--- src/rtl/fp_div_seq.sv ---
// fp_div_seq: iterative floating-point divider with a valid/ready handshake.
// The quotient mantissa comes from restoring division, one bit per cycle.
// Results are rounded to nearest even. Special operands (zero, inf, NaN)
// bypass the divider. Subnormal inputs are flushed to zero.
// Optional macro FP_DIV_RADIX4_EN retires two quotient bits per cycle.
// Results are identical in both builds.
//
// Handshake: an operand pair is taken on a rising edge where in_valid and
// in_ready are both high. A result is handed off on a rising edge where
// out_valid and out_ready are both high. quotient and all flags stay stable
// while out_valid is high and out_ready is low. in_ready is high only in
// IDLE. After a handoff, in_ready returns one cycle later.
module fp_div_seq #(
   parameter int EXP_W = 8,
   parameter int MAN_W = 7,
   localparam int W = 1 + EXP_W + MAN_W
) (
   input  logic         clk,
   input  logic         reset,
   input  logic         in_valid,
   output logic         in_ready,
   input  logic [W-1:0] opA,
   input  logic [W-1:0] opB,
   output logic         out_valid,
   input  logic         out_ready,
   output logic [W-1:0] quotient,
   output logic         overflow,
   output logic         underflow,
   output logic         inexact,
   output logic         div_by_zero,
   output logic         invalid,
   output logic [1:0]   dbg_state
);

   localparam logic [1:0] S_IDLE   = 2'd0;
   localparam logic [1:0] S_DIVIDE = 2'd1;
   localparam logic [1:0] S_NORM   = 2'd2;
   localparam logic [1:0] S_DONE   = 2'd3;

   localparam int QW = MAN_W + 3;            // quotient bits produced
   localparam int RW = MAN_W + 2;            // partial remainder width
   localparam int CW = $clog2(MAN_W + 4);    // step counter width
   localparam int XW = EXP_W + 2;            // signed working exponent width
   localparam logic [CW-1:0] STEPS  = CW'(QW);
   localparam logic [XW-1:0] BIAS_X = XW'((1 << (EXP_W - 1)) - 1);
   localparam logic [XW-1:0] EMAX_X = XW'((1 << EXP_W) - 1);

   logic [1:0]       state;
   logic             sgn;
   logic [EXP_W-1:0] ea, eb;
   logic [MAN_W:0]   mb;
   logic [RW-1:0]    rem;
   logic [QW-1:0]    q;
   logic [CW-1:0]    cnt;
   logic             is_spec, hold;
   logic [W-1:0]     spec_q;
   logic             spec_inv, spec_dbz;

   assign in_ready  = (state == S_IDLE) && !reset;
   assign dbg_state = state;

   // One restoring step: returns {quotient bit, next remainder}.
   function automatic logic [RW:0] div_step(input logic [RW-1:0] r, input logic [MAN_W:0] d);
      logic [RW:0]   diff;
      logic [RW-1:0] t;
      diff = {1'b0, r} - {2'b00, d};
      t    = diff[RW-1:0];
      if (!diff[RW]) div_step = {1'b1, t << 1};
      else           div_step = {1'b0, r << 1};
   endfunction

   // Operand classification for the accept cycle.
   logic [EXP_W-1:0] a_exp, b_exp;
   logic [MAN_W-1:0] a_frac, b_frac;
   logic             a_zero, b_zero, a_inf, b_inf, a_nan, b_nan, acc_spec, acc_sgn;
   logic [W-1:0]     acc_q;
   logic             acc_inv, acc_dbz;

   // Decide special-operand results straight from the incoming operands.
   always_comb begin
      a_exp    = opA[W-2:MAN_W];
      b_exp    = opB[W-2:MAN_W];
      a_frac   = opA[MAN_W-1:0];
      b_frac   = opB[MAN_W-1:0];
      a_zero   = (a_exp == '0);
      b_zero   = (b_exp == '0);
      a_inf    = (&a_exp) && (a_frac == '0);
      b_inf    = (&b_exp) && (b_frac == '0);
      a_nan    = (&a_exp) && (a_frac != '0);
      b_nan    = (&b_exp) && (b_frac != '0);
      acc_sgn  = opA[W-1] ^ opB[W-1];
      acc_spec = a_zero | b_zero | a_inf | b_inf | a_nan | b_nan;
      acc_inv  = 1'b0;
      acc_dbz  = 1'b0;
      acc_q    = {acc_sgn, {(W-1){1'b0}}};
      if (a_nan || b_nan || (a_zero && b_zero) || (a_inf && b_inf)) begin
         acc_q   = {1'b0, {EXP_W{1'b1}}, 1'b1, {(MAN_W-1){1'b0}}};
         acc_inv = 1'b1;
      end else if (a_inf) begin
         acc_q = {acc_sgn, {EXP_W{1'b1}}, {MAN_W{1'b0}}};
      end else if (b_zero) begin
         acc_q   = {acc_sgn, {EXP_W{1'b1}}, {MAN_W{1'b0}}};
         acc_dbz = 1'b1;
      end
   end

   // Next quotient/remainder/counter for the DIVIDE state.
   logic [RW:0]   st1, st2;
   logic [QW-1:0] q_n;
   logic [RW-1:0] rem_n;
   logic [CW-1:0] cnt_n;

   // Chain one or two restoring steps per cycle.
   always_comb begin
      st1   = div_step(rem, mb);
      st2   = div_step(st1[RW-1:0], mb);
      q_n   = {q[QW-2:0], st1[RW]};
      rem_n = st1[RW-1:0];
      cnt_n = cnt - CW'(1);
`ifdef FP_DIV_RADIX4_EN
      if (cnt >= CW'(2)) begin
         q_n   = {q[QW-3:0], st1[RW], st2[RW]};
         rem_n = st2[RW-1:0];
         cnt_n = cnt - CW'(2);
      end
`endif
   end

   // Normalise, round to nearest even and range-check the exponent.
   logic           msb, g, s, inc, carry, n_ovf, n_unf, n_inx;
   logic [MAN_W:0] mant_pre;
   logic [MAN_W-1:0] frac_r;
   logic [XW-1:0]  e;
   logic [W-1:0]   n_q;

   // Build the rounded result from the raw quotient and remainder.
   always_comb begin
      msb      = q[QW-1];
      mant_pre = msb ? q[QW-1:2] : q[QW-2:1];
      g        = msb ? q[1] : q[0];
      s        = (msb & q[0]) | (rem != '0);
      inc      = g & (s | mant_pre[0]);
      carry    = (&mant_pre) & inc;
      // On carry-out the fraction wraps to zero and the mantissa reads 1.000.
      frac_r   = mant_pre[MAN_W-1:0] + {{(MAN_W-1){1'b0}}, inc};
      e        = {2'b00, ea} - {2'b00, eb} + BIAS_X
                 - {{(XW-1){1'b0}}, !msb} + {{(XW-1){1'b0}}, carry};
      n_ovf    = !e[XW-1] && (e >= EMAX_X);
      n_unf    = e[XW-1] || (e == '0);
      n_inx    = g | s;
      n_q      = {sgn, e[EXP_W-1:0], frac_r};
      if (n_ovf) begin
         n_q   = {sgn, {EXP_W{1'b1}}, {MAN_W{1'b0}}};
         n_inx = 1'b1;
      end else if (n_unf) begin
         n_q   = {sgn, {(W-1){1'b0}}};
         n_inx = 1'b1;
      end
   end

   // Control FSM, divider datapath and result registers.
   always_ff @(posedge clk or posedge reset) begin
      if (reset) begin
         state       <= S_IDLE;
         sgn         <= 1'b0;
         ea          <= '0;
         eb          <= '0;
         mb          <= '0;
         rem         <= '0;
         q           <= '0;
         cnt         <= '0;
         is_spec     <= 1'b0;
         hold        <= 1'b0;
         spec_q      <= '0;
         spec_inv    <= 1'b0;
         spec_dbz    <= 1'b0;
         out_valid   <= 1'b0;
         quotient    <= '0;
         overflow    <= 1'b0;
         underflow   <= 1'b0;
         inexact     <= 1'b0;
         div_by_zero <= 1'b0;
         invalid     <= 1'b0;
      end else begin
         case (state)
            S_IDLE: begin
               if (in_valid) begin
                  sgn      <= acc_sgn;
                  is_spec  <= acc_spec;
                  spec_q   <= acc_q;
                  spec_inv <= acc_inv;
                  spec_dbz <= acc_dbz;
                  if (acc_spec) begin
                     // Special results wait one extra cycle in NORM.
                     hold  <= 1'b1;
                     state <= S_NORM;
                  end else begin
                     ea    <= a_exp;
                     eb    <= b_exp;
                     mb    <= {1'b1, b_frac};
                     rem   <= {1'b0, 1'b1, a_frac};
                     q     <= '0;
                     cnt   <= STEPS;
                     state <= S_DIVIDE;
                  end
               end
            end
            S_DIVIDE: begin
               q   <= q_n;
               rem <= rem_n;
               cnt <= cnt_n;
               if (cnt_n == '0) state <= S_NORM;
            end
            S_NORM: begin
               if (hold) begin
                  hold <= 1'b0;
               end else begin
                  out_valid <= 1'b1;
                  state     <= S_DONE;
                  if (is_spec) begin
                     quotient    <= spec_q;
                     overflow    <= 1'b0;
                     underflow   <= 1'b0;
                     inexact     <= 1'b0;
                     div_by_zero <= spec_dbz;
                     invalid     <= spec_inv;
                  end else begin
                     quotient    <= n_q;
                     overflow    <= n_ovf;
                     underflow   <= n_unf & !n_ovf;
                     inexact     <= n_inx;
                     div_by_zero <= 1'b0;
                     invalid     <= 1'b0;
                  end
               end
            end
            default: begin
               if (out_ready) begin
                  out_valid   <= 1'b0;
                  quotient    <= '0;
                  overflow    <= 1'b0;
                  underflow   <= 1'b0;
                  inexact     <= 1'b0;
                  div_by_zero <= 1'b0;
                  invalid     <= 1'b0;
                  state       <= S_IDLE;
               end
            end
         endcase
      end
   end

endmodule

--- config.mk ---
export PLATFORM = sky130hd
export DESIGN_NAME = fp_div_seq
export DESIGN_NICKNAME = d
export VERILOG_FILES = /design/src/rtl/fp_div_seq.sv
export SDC_FILE = /design/constraint.sdc
export NUM_CORES = 1
export LEC_CHECK = 0
export BUFFER_PORTS_ARGS = -buffer_cell sky130_fd_sc_hd__buf_2
export CAP_MARGIN = 20
export CORE_MARGIN = 5
export CORE_UTILIZATION = 45
export CTS_CLUSTER_SIZE = 12
export DETAILED_ROUTE_END_ITERATION = 6
export PLACE_DENSITY = 0.67
export SLEW_MARGIN = 5
export SYNTH_ARGS = -nofsm -noshare
export SYNTH_HDL_FRONTEND = slang
export SYNTH_SLANG_ARGS = --single-unit
--- constraint.sdc ---
create_clock -name clk -period 3.3 [get_ports clk]
set_input_delay 0 -clock clk [delete_from_list [all_inputs] [get_ports clk]]
set_output_delay 0 -clock clk [all_outputs]
set_load 0.05 [all_outputs]
==> qor.csv <==
stage;metric;value;unit
outcome;status;finished with violations;
outcome;violations;hold timing, setup timing;
flow_run;cap_violations;0;
clocking;cts_tree;yes;
floorplan;dieArea;13140;um^2
drt;postRouteAntennaNets;0;
worst_setup_path;path_class;reg -> reg;
sta;fin_crit;3.489;ns
global_route;grt_usage;0.2073;
drt;drt-total-wl;13440;um
worst_setup_path;cp-end-kind;flip-flop;
drt;drtIter0Drc;340;
logic_synthesis;postSynth.asyncResetShare;1.000;
cells_and_area;antennaDiodeCount;0;
logic_synthesis;synth_edf_count;0;
logic_synthesis;synthesis.nets;625;
clocking;clock_latency;0.37;ns
worst_setup_path;worstPathArrival;3.79;ns
sta;rsz0062_at_grt;yes;
logic_synthesis;synth_cells;555;
sta;fmax;0.2866;GHz
worst_setup_path;slowest_delay;0.43;ns
place;place_hpwl;9383;um
place;gp_congestion;0.8264;
drt;vias;4712;
logic_synthesis;ys_seq_area_frac;0.3961;
floorplan;io_pins;61;
logic_synthesis;ys.warnings.count;0;
worst_setup_path;required;3.60;ns
worst_setup_path;start_kind;flip-flop;
floorplan;chipHeight;114.6;um
cells_and_area;n_fill_cell;866;
worst_setup_path;cp_top_family;compound AO/OA/AOI/OAI gates;
global_route;grt_overflow_total;0;
clocking;cts-htree-levels;3;
sta;setup_violations;16;
logic_synthesis;yosysUniqueCellTypes;65;
sta;slew_violations;0;
drt;dr.pass1.iters;5;
worst_setup_path;slowest_stage;or3_4;
sta;worst_slew_pin_slew;0.6634;ns
floorplan;row_count;38;
sta;hold_viol_final;1;
floorplan;core;10790;um^2
place;preCtsSetupSlack;-0.2569;ns
logic_synthesis;netlist_area;4927;um^2
clocking;clk_pin_slew;0.08;ns
global_route;grt_max_degree;39;
worst_setup_path;worstPathMaxFanout;4;
sta;layout_setup_ws;-0.1892;ns
logic_synthesis;ys.flop_type;dfrtp_1;
cells_and_area;drive_gt1_frac;0.3213;
worst_setup_path;critPathBufInv;1;
cells_and_area;nets;787;
sta;clock_skew;0.006268;ns
floorplan;die_x;114.6;um
hold_path;hold_class;in -> reg;
clocking;cts_max_path_buffers;2;
cells_and_area;area_growth_syn_to_layout;36.03;%
global_route;grt_pass1_vias;4587;
drt;drc;0;
floorplan;start_util;0.4565;
clocking;cts_buffers;9;
clocking;cts_sinks;78;
global_route;grt_pass1_wl;21860;um
drt;routedWlPerCell;15.59;um
place;io_buffers;60;
global_route;antenna_found_initial;0;
sta;relSlewSlack;0.5552;
logic_synthesis;syn_avg_cell_area;8.878;um^2
clocking;root_buffer;clkbuf_8;
sta;period_share;1.057;
worst_setup_path;crit_path_frequent_cell;a21o_1;
drt;via_per_inst;5.466;
worst_setup_path;crit_chain;inv_2 > ha_4 > a21o_1 > a21o_1 > a21o_1 > nand2_2 > nand2b_4 > xnor2_2 > ha_1 > and3_4 > a221o_2 > nor2_4 > xor2_4 > or3_4 > a41o_1 > o21ai_2;
sta;whs;-0.01137;ns
logic_synthesis;ys_seq_elements;78;
## metrics by stage
stage / hold WS [ns] / utilization / cell area, um^2 / instances / TNS [ns]
floorplan: 0.1168 / - / 4950 / 555 / -0.05011
global placement: 0.07195 / 0.5328 / 5751 / 788 / -1.480
detailed placement: 0.07405 / 0.5328 / 5751 / 788 / -3.150
CTS: 0.002462 / 0.6039 / 6518 / 854 / -0.4970
global route: 0.02209 / 0.6210 / 6703 / 862 / -4.699
finish: -0.01137 / 0.6210 / 6703 / 862 / -1.723
## layout by cell type (no fill, tap or decap), types with 14 or more instances in the layout
master         instances
nand2_1               84
buf_4                 81
dfrtp_1               78
buf_2                 60
o21ai_0               45
inv_1                 34
dlygate4sd3_1         30
nor2_1                26
ha_1                  26
a21oi_1               25
nand3_1               14
## layer usage
| metal | global-route usage | wire length (um) | up-vias |
|---|---|---|---|
| met5 | 0 | 0 | - |
| met1 | 0.2647 | 5952 | 2256 |
| li1 | - | - | 2294 |
| met3 | 0.03594 | 581 | 35 |
| met4 | 0.07680 | 357 | 0 |
| met2 | 0.3516 | 6548 | 127 |
## kinds of logic after synthesis
group | after synthesis | synth area share
buf+inv | 61 | 0.04774
simple gates | 193 | 0.1905
mux | 20 | 0.04368
flops | 78 | 0.3961
xor+xnor | 18 | 0.03733
fa+ha+maj | 34 | 0.09243
compound gates | 151 | 0.1922
## worst paths after layout
path                          from  endpoint  slack (ns)  depth (start not counted)
setup / recovery             eb[1]   inexact       -0.19                         16
hold / removal             opB[15]       sgn       -0.01                          3
setup reg to reg             eb[1]   inexact       -0.19                         16
hold reg to reg              mb[7]     mb[7]        0.48                          2
max in group asynchronous    reset   invalid        2.25                          4
min in group asynchronous    reset     mb[3]        0.22                          3
## worst register-to-register path, delay by kind of cell, from the launching register on
| kind | cells | cell delay (ns) |
|---|---|---|
| buffers and inverters | 1 | 0.09 |
| flip-flops | 1 | 0.38 |
| adder cells (fa/ha/maj) | 2 | 0.55 |
| AND/OR/NAND/NOR | 5 | 0.93 |
| AO/OA/AOI/OAI | 6 | 1.25 |
| XOR/XNOR | 2 | 0.23 |
## flip-flops by register name (all words and copies together), names as in the netlist, 2 cells and up
| signal | cells |
|---|---|
| spec_q | 3 |
| eb | 8 |
| ea | 8 |
| cnt | 4 |
| quotient | 16 |
| rem | 9 |
| q | 10 |
| dbg_state | 2 |
| mb | 8 |
## synthesized netlist by cell type (all sizes together) (4+ instances only)
cell type / n / share of area
nor2b: 4 / 0.0056
xor2: 12 / 0.027
nand2b: 8 / 0.010
nor2: 28 / 0.023
inv: 39 / 0.030
o31ai: 4 / 0.0061
buf: 8 / 0.0074
mux2i: 8 / 0.016
nand3: 17 / 0.018
dfrtp: 78 / 0.40
a21oi: 30 / 0.030
or3: 6 / 0.0086
o211ai: 5 / 0.0076
fa: 4 / 0.016
o21ai: 62 / 0.065
xnor2: 6 / 0.011
or2: 4 / 0.0051
clkbuf: 14 / 0.011
mux2: 12 / 0.027
nand2: 85 / 0.065
nor3: 13 / 0.013
nand4: 9 / 0.014
a21o: 11 / 0.017
ha: 30 / 0.076
nor4: 11 / 0.015
## final cells by class
type,instances,area (um^2),area share
multi-input cells,416,3008,0.4488
repair buffers,173,1231,0.1837
inverters,39,146.4,0.02184
clock inverters,6,62.56,0.009334
well taps,140,175.2,0.02613
clock buffers,10,127.6,0.01904
flip-flops and latches,78,1952,0.2912
## what timing repair did
| action | CTS | global route |
|---|---|---|
| gates cloned | 0 | 0 |
| endpoints found under the hold margin | 51 | 0 |
| hold buffers | 30 | 0 |
| endpoints found under the setup margin | 18 | 18 |
| setup buffers | 20 | 8 |
| pin swaps | 27 | 21 |
| gates resized for setup | 30 | 24 |
Power is not shown: default switching activity piles up to over one toggle a cycle in this logic, so the estimate is an artifact.
